--- src/rtl/elevator_ctrl_if.sv ---
// rtl/elevator_ctrl_if.sv - call/status bundle between the elevator controller and its surroundings
//   req_i         : one-cycle floor-call pulses, one bit per floor
//   door_hold_i   : door-open hold button (level)
//   floor_o       : current car floor
//   moving_up_o   : car travelling up
//   moving_down_o : car travelling down
//   door_open_o   : door open
//   pending_o     : latched, unserved calls
//   master modport drives the calls, slave modport is the controller
interface elevator_ctrl_if #(
  parameter int FLOORS = 8
) ();
  localparam int FW = (FLOORS > 1) ? $clog2(FLOORS) : 1;

  logic [FLOORS-1:0] req_i;
  logic              door_hold_i;
  logic [FW-1:0]     floor_o;
  logic              moving_up_o;
  logic              moving_down_o;
  logic              door_open_o;
  logic [FLOORS-1:0] pending_o;

  modport master (
    output req_i, door_hold_i,
    input  floor_o, moving_up_o, moving_down_o, door_open_o, pending_o
  );

  modport slave (
    input  req_i, door_hold_i,
    output floor_o, moving_up_o, moving_down_o, door_open_o, pending_o
  );
endinterface

--- src/rtl/elevator_ctrl.sv ---
// rtl/elevator_ctrl.sv - SCAN-ordered car-motion and door controller
//   clk   : system clock, rising edge
//   rst_n : asynchronous active-low reset (released synchronously upstream)
//   bus   : elevator_ctrl_if.slave - calls in, car floor/motion/door/pending status out
module elevator_ctrl #(
  parameter int FLOORS     = 8,
  parameter bit SIMULATION = 1'b0,
  parameter int MOVE_TICKS = 10000,
  parameter int DOOR_TICKS = 10000
) (
  input  logic          clk,
  input  logic          rst_n,
  elevator_ctrl_if.slave bus
);
  localparam int FW   = (FLOORS > 1) ? $clog2(FLOORS) : 1;
  localparam int MT   = SIMULATION ? 4 : MOVE_TICKS;
  localparam int DT   = SIMULATION ? 3 : DOOR_TICKS;
  localparam int TMAX = (MT > DT) ? MT : DT;
  localparam int TW   = $clog2(TMAX);

  localparam logic [TW-1:0] MOVE_LAST = TW'(MT - 1);
  localparam logic [TW-1:0] DOOR_LAST = TW'(DT - 1);

  typedef enum logic [1:0] {
    IDLE      = 2'd0,
    MOVE_UP   = 2'd1,
    MOVE_DOWN = 2'd2,
    DOOR_OPEN = 2'd3
  } state_t;

  state_t            state_q, state_d;
  logic [FW-1:0]     floor_q, floor_d;
  logic [TW-1:0]     timer_q, timer_d;
  logic [FLOORS-1:0] pending_q, pending_d;
  logic              last_up_q, last_up_d;
  logic              moving_up_q, moving_up_d;
  logic              moving_down_q, moving_down_d;
  logic              door_open_q, door_open_d;

  logic [FLOORS-1:0] clr;
  logic [FLOORS-1:0] blk;
  logic [FW-1:0]     floor_up;
  logic [FW-1:0]     floor_dn;
  logic              up_calls;
  logic              dn_calls;

  function automatic logic any_above(input logic [FLOORS-1:0] p, input logic [FW-1:0] f);
    any_above = 1'b0;
    for (int i = 0; i < FLOORS; i++) begin
      if (i > int'(f) && p[i]) any_above = 1'b1;
    end
  endfunction

  function automatic logic any_below(input logic [FLOORS-1:0] p, input logic [FW-1:0] f);
    any_below = 1'b0;
    for (int i = 0; i < FLOORS; i++) begin
      if (i < int'(f) && p[i]) any_below = 1'b1;
    end
  endfunction

  always_comb begin
    state_d   = state_q;
    floor_d   = floor_q;
    timer_d   = timer_q;
    last_up_d = last_up_q;
    clr       = '0;
    blk       = '0;
    floor_up  = floor_q + FW'(1);
    floor_dn  = floor_q - FW'(1);
    up_calls  = any_above(pending_q, floor_q);
    dn_calls  = any_below(pending_q, floor_q);

    case (state_q)
      IDLE: begin
        timer_d = '0;
        if (pending_q[floor_q]) begin
          state_d      = DOOR_OPEN;
          clr[floor_q] = 1'b1;
        end else if (up_calls && (!dn_calls || last_up_q)) begin
          state_d = MOVE_UP;
        end else if (dn_calls) begin
          state_d = MOVE_DOWN;
        end
      end

      MOVE_UP: begin
        if (timer_q == MOVE_LAST) begin
          // Arrival: the stop/continue decision looks at the floor being entered.
          floor_d   = floor_up;
          last_up_d = 1'b1;
          timer_d   = '0;
          if (pending_q[floor_up]) begin
            state_d       = DOOR_OPEN;
            clr[floor_up] = 1'b1;
          end else if (!any_above(pending_q, floor_up)) begin
            state_d = IDLE;
          end
        end else begin
          timer_d = timer_q + TW'(1);
        end
      end

      MOVE_DOWN: begin
        if (timer_q == MOVE_LAST) begin
          floor_d   = floor_dn;
          last_up_d = 1'b0;
          timer_d   = '0;
          if (pending_q[floor_dn]) begin
            state_d       = DOOR_OPEN;
            clr[floor_dn] = 1'b1;
          end else if (!any_below(pending_q, floor_dn)) begin
            state_d = IDLE;
          end
        end else begin
          timer_d = timer_q + TW'(1);
        end
      end

      DOOR_OPEN: begin
        // A call for the floor the door is already open at only extends the dwell.
        blk[floor_q] = 1'b1;
        if (bus.door_hold_i || bus.req_i[floor_q]) begin
          timer_d = '0;
        end else if (timer_q == DOOR_LAST) begin
          state_d = IDLE;
          timer_d = '0;
        end else begin
          timer_d = timer_q + TW'(1);
        end
      end

      default: begin
        state_d = IDLE;
        timer_d = '0;
      end
    endcase

    // Service clear beats a same-cycle set only on the bit being served.
    pending_d     = (pending_q | (bus.req_i & ~blk)) & ~clr;
    moving_up_d   = (state_d == MOVE_UP);
    moving_down_d = (state_d == MOVE_DOWN);
    door_open_d   = (state_d == DOOR_OPEN);
  end

  always_ff @(posedge clk or negedge rst_n) begin
    if (!rst_n) begin
      state_q       <= IDLE;
      floor_q       <= '0;
      timer_q       <= '0;
      pending_q     <= '0;
      last_up_q     <= 1'b1;
      moving_up_q   <= 1'b0;
      moving_down_q <= 1'b0;
      door_open_q   <= 1'b0;
    end else begin
      state_q       <= state_d;
      floor_q       <= floor_d;
      timer_q       <= timer_d;
      pending_q     <= pending_d;
      last_up_q     <= last_up_d;
      moving_up_q   <= moving_up_d;
      moving_down_q <= moving_down_d;
      door_open_q   <= door_open_d;
    end
  end

  assign bus.floor_o       = floor_q;
  assign bus.moving_up_o   = moving_up_q;
  assign bus.moving_down_o = moving_down_q;
  assign bus.door_open_o   = door_open_q;
  assign bus.pending_o     = pending_q;
endmodule

--- src/flat_wrapper.sv ---
// flat-port wrapper written by rule: the top's interface ports become plain ports
module elevator_ctrl_flat 
#(
  parameter int FLOORS     = 8,
  parameter bit SIMULATION = 1'b0,
  parameter int MOVE_TICKS = 10000,
  parameter int DOOR_TICKS = 10000
)
  (clk, rst_n, bus_req_i, bus_door_hold_i, bus_floor_o, bus_moving_up_o, bus_moving_down_o, bus_door_open_o, bus_pending_o);
  elevator_ctrl_if #(.FLOORS(FLOORS)) bus_i ();
  input  logic clk;
  input  logic rst_n;
  input wire logic [$bits(bus_i.req_i)-1:0] bus_req_i;
  input wire logic [$bits(bus_i.door_hold_i)-1:0] bus_door_hold_i;
  output wire logic [$bits(bus_i.floor_o)-1:0] bus_floor_o;
  output wire logic [$bits(bus_i.moving_up_o)-1:0] bus_moving_up_o;
  output wire logic [$bits(bus_i.moving_down_o)-1:0] bus_moving_down_o;
  output wire logic [$bits(bus_i.door_open_o)-1:0] bus_door_open_o;
  output wire logic [$bits(bus_i.pending_o)-1:0] bus_pending_o;
  assign bus_i.req_i = bus_req_i;
  assign bus_i.door_hold_i = bus_door_hold_i;
  assign bus_floor_o = bus_i.floor_o;
  assign bus_moving_up_o = bus_i.moving_up_o;
  assign bus_moving_down_o = bus_i.moving_down_o;
  assign bus_door_open_o = bus_i.door_open_o;
  assign bus_pending_o = bus_i.pending_o;
  elevator_ctrl #(.FLOORS(FLOORS), .SIMULATION(SIMULATION), .MOVE_TICKS(MOVE_TICKS), .DOOR_TICKS(DOOR_TICKS)) u_core (.clk(clk), .rst_n(rst_n), .bus(bus_i));
endmodule
--- config.mk ---
export PLATFORM = sky130hd
export DESIGN_NAME = elevator_ctrl_flat
export DESIGN_NICKNAME = d
export VERILOG_FILES = /design/src/rtl/elevator_ctrl_if.sv /design/src/rtl/elevator_ctrl.sv /design/src/flat_wrapper.sv
export SDC_FILE = /design/constraint.sdc
export NUM_CORES = 1
export LEC_CHECK = 0
export BUFFER_PORTS_ARGS = -buffer_cell sky130_fd_sc_hd__buf_2
export CORE_MARGIN = 2
export CORE_UTILIZATION = 35
export CTS_CLUSTER_SIZE = 20
export DETAILED_ROUTE_END_ITERATION = 16
export PLACE_DENSITY_LB_ADDON = 0.25
export SLEW_MARGIN = 40
export SYNTH_ARGS = -nofsm -noshare
export SYNTH_HDL_FRONTEND = slang
export SYNTH_SLANG_ARGS = --single-unit
--- constraint.sdc ---
create_clock -name clk -period 3.8 [get_ports clk]
set_input_delay 0.76 -clock clk [delete_from_list [all_inputs] [get_ports clk]]
set_output_delay 0.76 -clock clk [all_outputs]
set_load 0.05 [all_outputs]
==> results.tsv <==
metric	value	unit
status	finished clean	
synth_enable_flop_cells	0	
viasPerCell	5.74	
clockRootBuffer	clkbuf_8	
numPortBuffers	24	
chipHeight	87.4	um
cts_resized	0	
path_class	reg2reg	
p_int	1.07	mW
antenna-diode-count	0	
grt_pass1_wl	11.3	mm
synth-adder-area-share	7.72	%
antenna_found_initial	0	
syn_area	2430	um^2
path_clk_slew	0.07	ns
p_sw	1.29	mW
synth_flop_cell	dfrtp_1	
min_period	3.28	ns
r2r_cells	8	
avgRoutedWirePerCell	18.4	um
synthTopCellsByCount	dfrtp_1, nor2_1, a21oi_1	
synth_seq_cells	31	
synth.area.top_cells	dfrtp_1, ha_1, a21oi_1, mux4_2, nor2_1	
setup-tns-final	0	ns
syn_inst	275	
insertion_delay	0.28	ns
dpl.hpwl	4.93	mm
cts_hold_buffers	0	
yosysSeqAreaShare	31.9	%
drive_gt1_share	17.2	%
power_density	887	nW/um^2
worst_slew_pin_slew	0.742	ns
synthMuxAreaShare	6.79	%
syn-num-nets	301	
p_leak	1.12	nW
area_growth	9.21	%
rows	30	
period_share	86.3	%
vdd_drop_max	259	uV
synth_compound_area_share	22.5	%
cp.required	3.96	ns
rsz0062_at_grt	false	
hold_path.class	in2async	
cts_sinks	31	
multi_input_area	1500	um^2
rr_endpoint	u_core.bus.door_open_o	
grt-ovfl-total	0	
dieWidth	87.4	um
ant_nets	0	
r2r_slack	0.52	ns
seqPwrFrac	24.2	%
dr.pass1.iters	4	
clock_skew	0.00794	ns
synth_xor_area_share	5.76	%
cp-start-kind	flip-flop	
vias	2129	
synth.distinct_cells	60	
combPwrFrac	64.7	%
place_congestion	0.926	
drv_cap	0	
p_sw_share	54.7	%
wl	6.82	mm
grt_max_degree	32	
pwr-share-clk	11.2	%
numCtsBuffers	5	
power	2.36	mW
reg2reg_from	u_core.bus.floor_o[1]	
hold_ws	0.398	ns
cts_tree	built	
coreArea	6760	um^2
synth_warnings	0	
nets	316	
die_area	7630	um^2
drt_iter0_markers	151	
grt_use_total	19.1	%
htree_levels	2	
synth_top_area_cell	dfrtp_1	
slew_headroom	50.1	%
cts_max_path_buffers	2	
synth_simple_gate_area_share	18.9	%
grt_pass1_vias	2143	
yosys.area.top_type_share	30.9	%
ys_async_sr_fraction	100	%
synth_top_family_by_area	compound AO/OA/AOI/OAI gates	
syn_area_per_cell	8.84	um^2
setup_violations	0	
final-hold-violation-count	0	
end_kind	flip-flop	
n_fill_cell	698	
finalMaxSlewViolations	0	
cp.arrival	3.43	ns
cp_max_fo	19	
drc	0	
num_io_pins	25	
ff_latch_area	777	um^2
synth_most_common_cell	dfrtp_1	
postCtsSetupBuffers	0	
start_util	36.0	%
max_freq	305	MHz
-- cells by family after synthesis --
family                     Yosys count
adders and majority gates           15
AOI/OAI and AO/OA                   78
buffers and inverters               33
xor gates and xnor gates            16
muxes                               10
and+or+nand+nor                     92
DFF                                 31
-- final cells by class --
type | count | share of cell area, %
Tap cell | 80 | 3.77
Clock buffer | 6 | 2.73
Multi-Input combinational cell | 211 | 56.5
Inverter | 15 | 2.12
Sequential cell | 31 | 29.3
Clock inverter | 2 | 0.471
Timing Repair Buffer | 26 | 5.18
-- layout by cell type (no fill, tap or decap), drive strengths merged, types with 2 or more instances in the layout --
| master | Yosys | layout |
|---|---|---|
| o221ai | 3 | 3 |
| nand2 | 21 | 21 |
| nor2b | 8 | 8 |
| xor2 | 8 | 8 |
| o32ai | 2 | 2 |
| nor3 | 5 | 5 |
| a22oi | 3 | 3 |
| nor2 | 28 | 28 |
| mux2i | 3 | 3 |
| a211o | 2 | 2 |
| mux4 | 5 | 5 |
| nand3 | 7 | 7 |
| inv | 14 | 14 |
| ha | 15 | 15 |
| a22o | 2 | 2 |
| a21o | 2 | 2 |
| buf | 8 | 26 |
| a2111oi | 3 | 3 |
| o21ai | 16 | 16 |
| and3 | 3 | 3 |
| o22ai | 6 | 6 |
| nor3b | 5 | 5 |
| or2 | 2 | 2 |
| nand4 | 2 | 2 |
| xnor2 | 8 | 8 |
| mux2 | 2 | 2 |
| dfrtp | 30 | 30 |
| clkinv | 1 | 2 |
| a21oi | 23 | 23 |
| clkbuf | 10 | 6 |
| and2 | 2 | 2 |
| a2bb2oi | 2 | 2 |
| or3 | 2 | 2 |
| a211oi | 4 | 4 |
-- sequential cells by signal, indices dropped and copies added, names as in the netlist --
| name | count |
|---|---|
| u_core.bus.door_open_o | 1 |
| u_core.bus.floor_o | 3 |
| u_core.bus.moving_down_o | 1 |
| u_core.bus.moving_up_o | 1 |
| u_core.bus.pending_o | 8 |
| u_core.last_up_q | 1 |
| u_core.state_q | 2 |
| u_core.timer_q | 14 |
-- metrics by stage --
stage	util, %	cell area [um^2]	setup WS (ns)	cells
after global routing	39.3	2660	0.260	371
final	39.3	2660	0.522	371
after detailed placement	38.0	2570	0.547	363
after CTS	39.3	2650	0.537	371
after floorplan	-	2430	0.730	275
after global placement	38.0	2570	0.630	363
-- metal layers --
layer / global-route usage, % / vias up / wire length [um]
met5: 0 / - / 0
met4: 5.73 / 0 / 116
met3: 3.51 / 10 / 376
met2: 30.7 / 84 / 3160
met1: 26.1 / 1026 / 3170
li1: - / 1009 / -
-- power by group through the flow --
stage	clock network [mW]	logic [mW]	registers (mW)
floorplan	0	1.09	0.664
global placement	0	1.52	0.578
detailed placement	0	1.51	0.575
CTS	0.271	1.52	0.569
global route	0.288	1.68	0.586
finish	0.263	1.52	0.570
-- worst max-delay path by stage --
stage,start,end,depth (start not counted)
after detailed placement,u_core.bus.floor_o[1],u_core.bus.door_open_o,8
after global routing,u_core.bus.floor_o[1],u_core.bus.door_open_o,8
after CTS,u_core.bus.floor_o[1],u_core.bus.door_open_o,8
after floorplan,u_core.bus.floor_o[0],u_core.bus.door_open_o,11
final,u_core.bus.floor_o[1],u_core.bus.door_open_o,8
after global placement,u_core.bus.floor_o[1],u_core.bus.door_open_o,8
-- critical path, stage by stage, from the launching register on --
cell and delay [ns]:
dfrtp_1 0.69, inv_1 0.28, ha_1 0.54, clkinv_1 0.30, o22ai_1 0.22, a31oi_1 0.11, o41a_1 0.42, a2111oi_4 0.47
nor3_1 0.11
No activity file was read; power rests on OpenSTA's default activity.
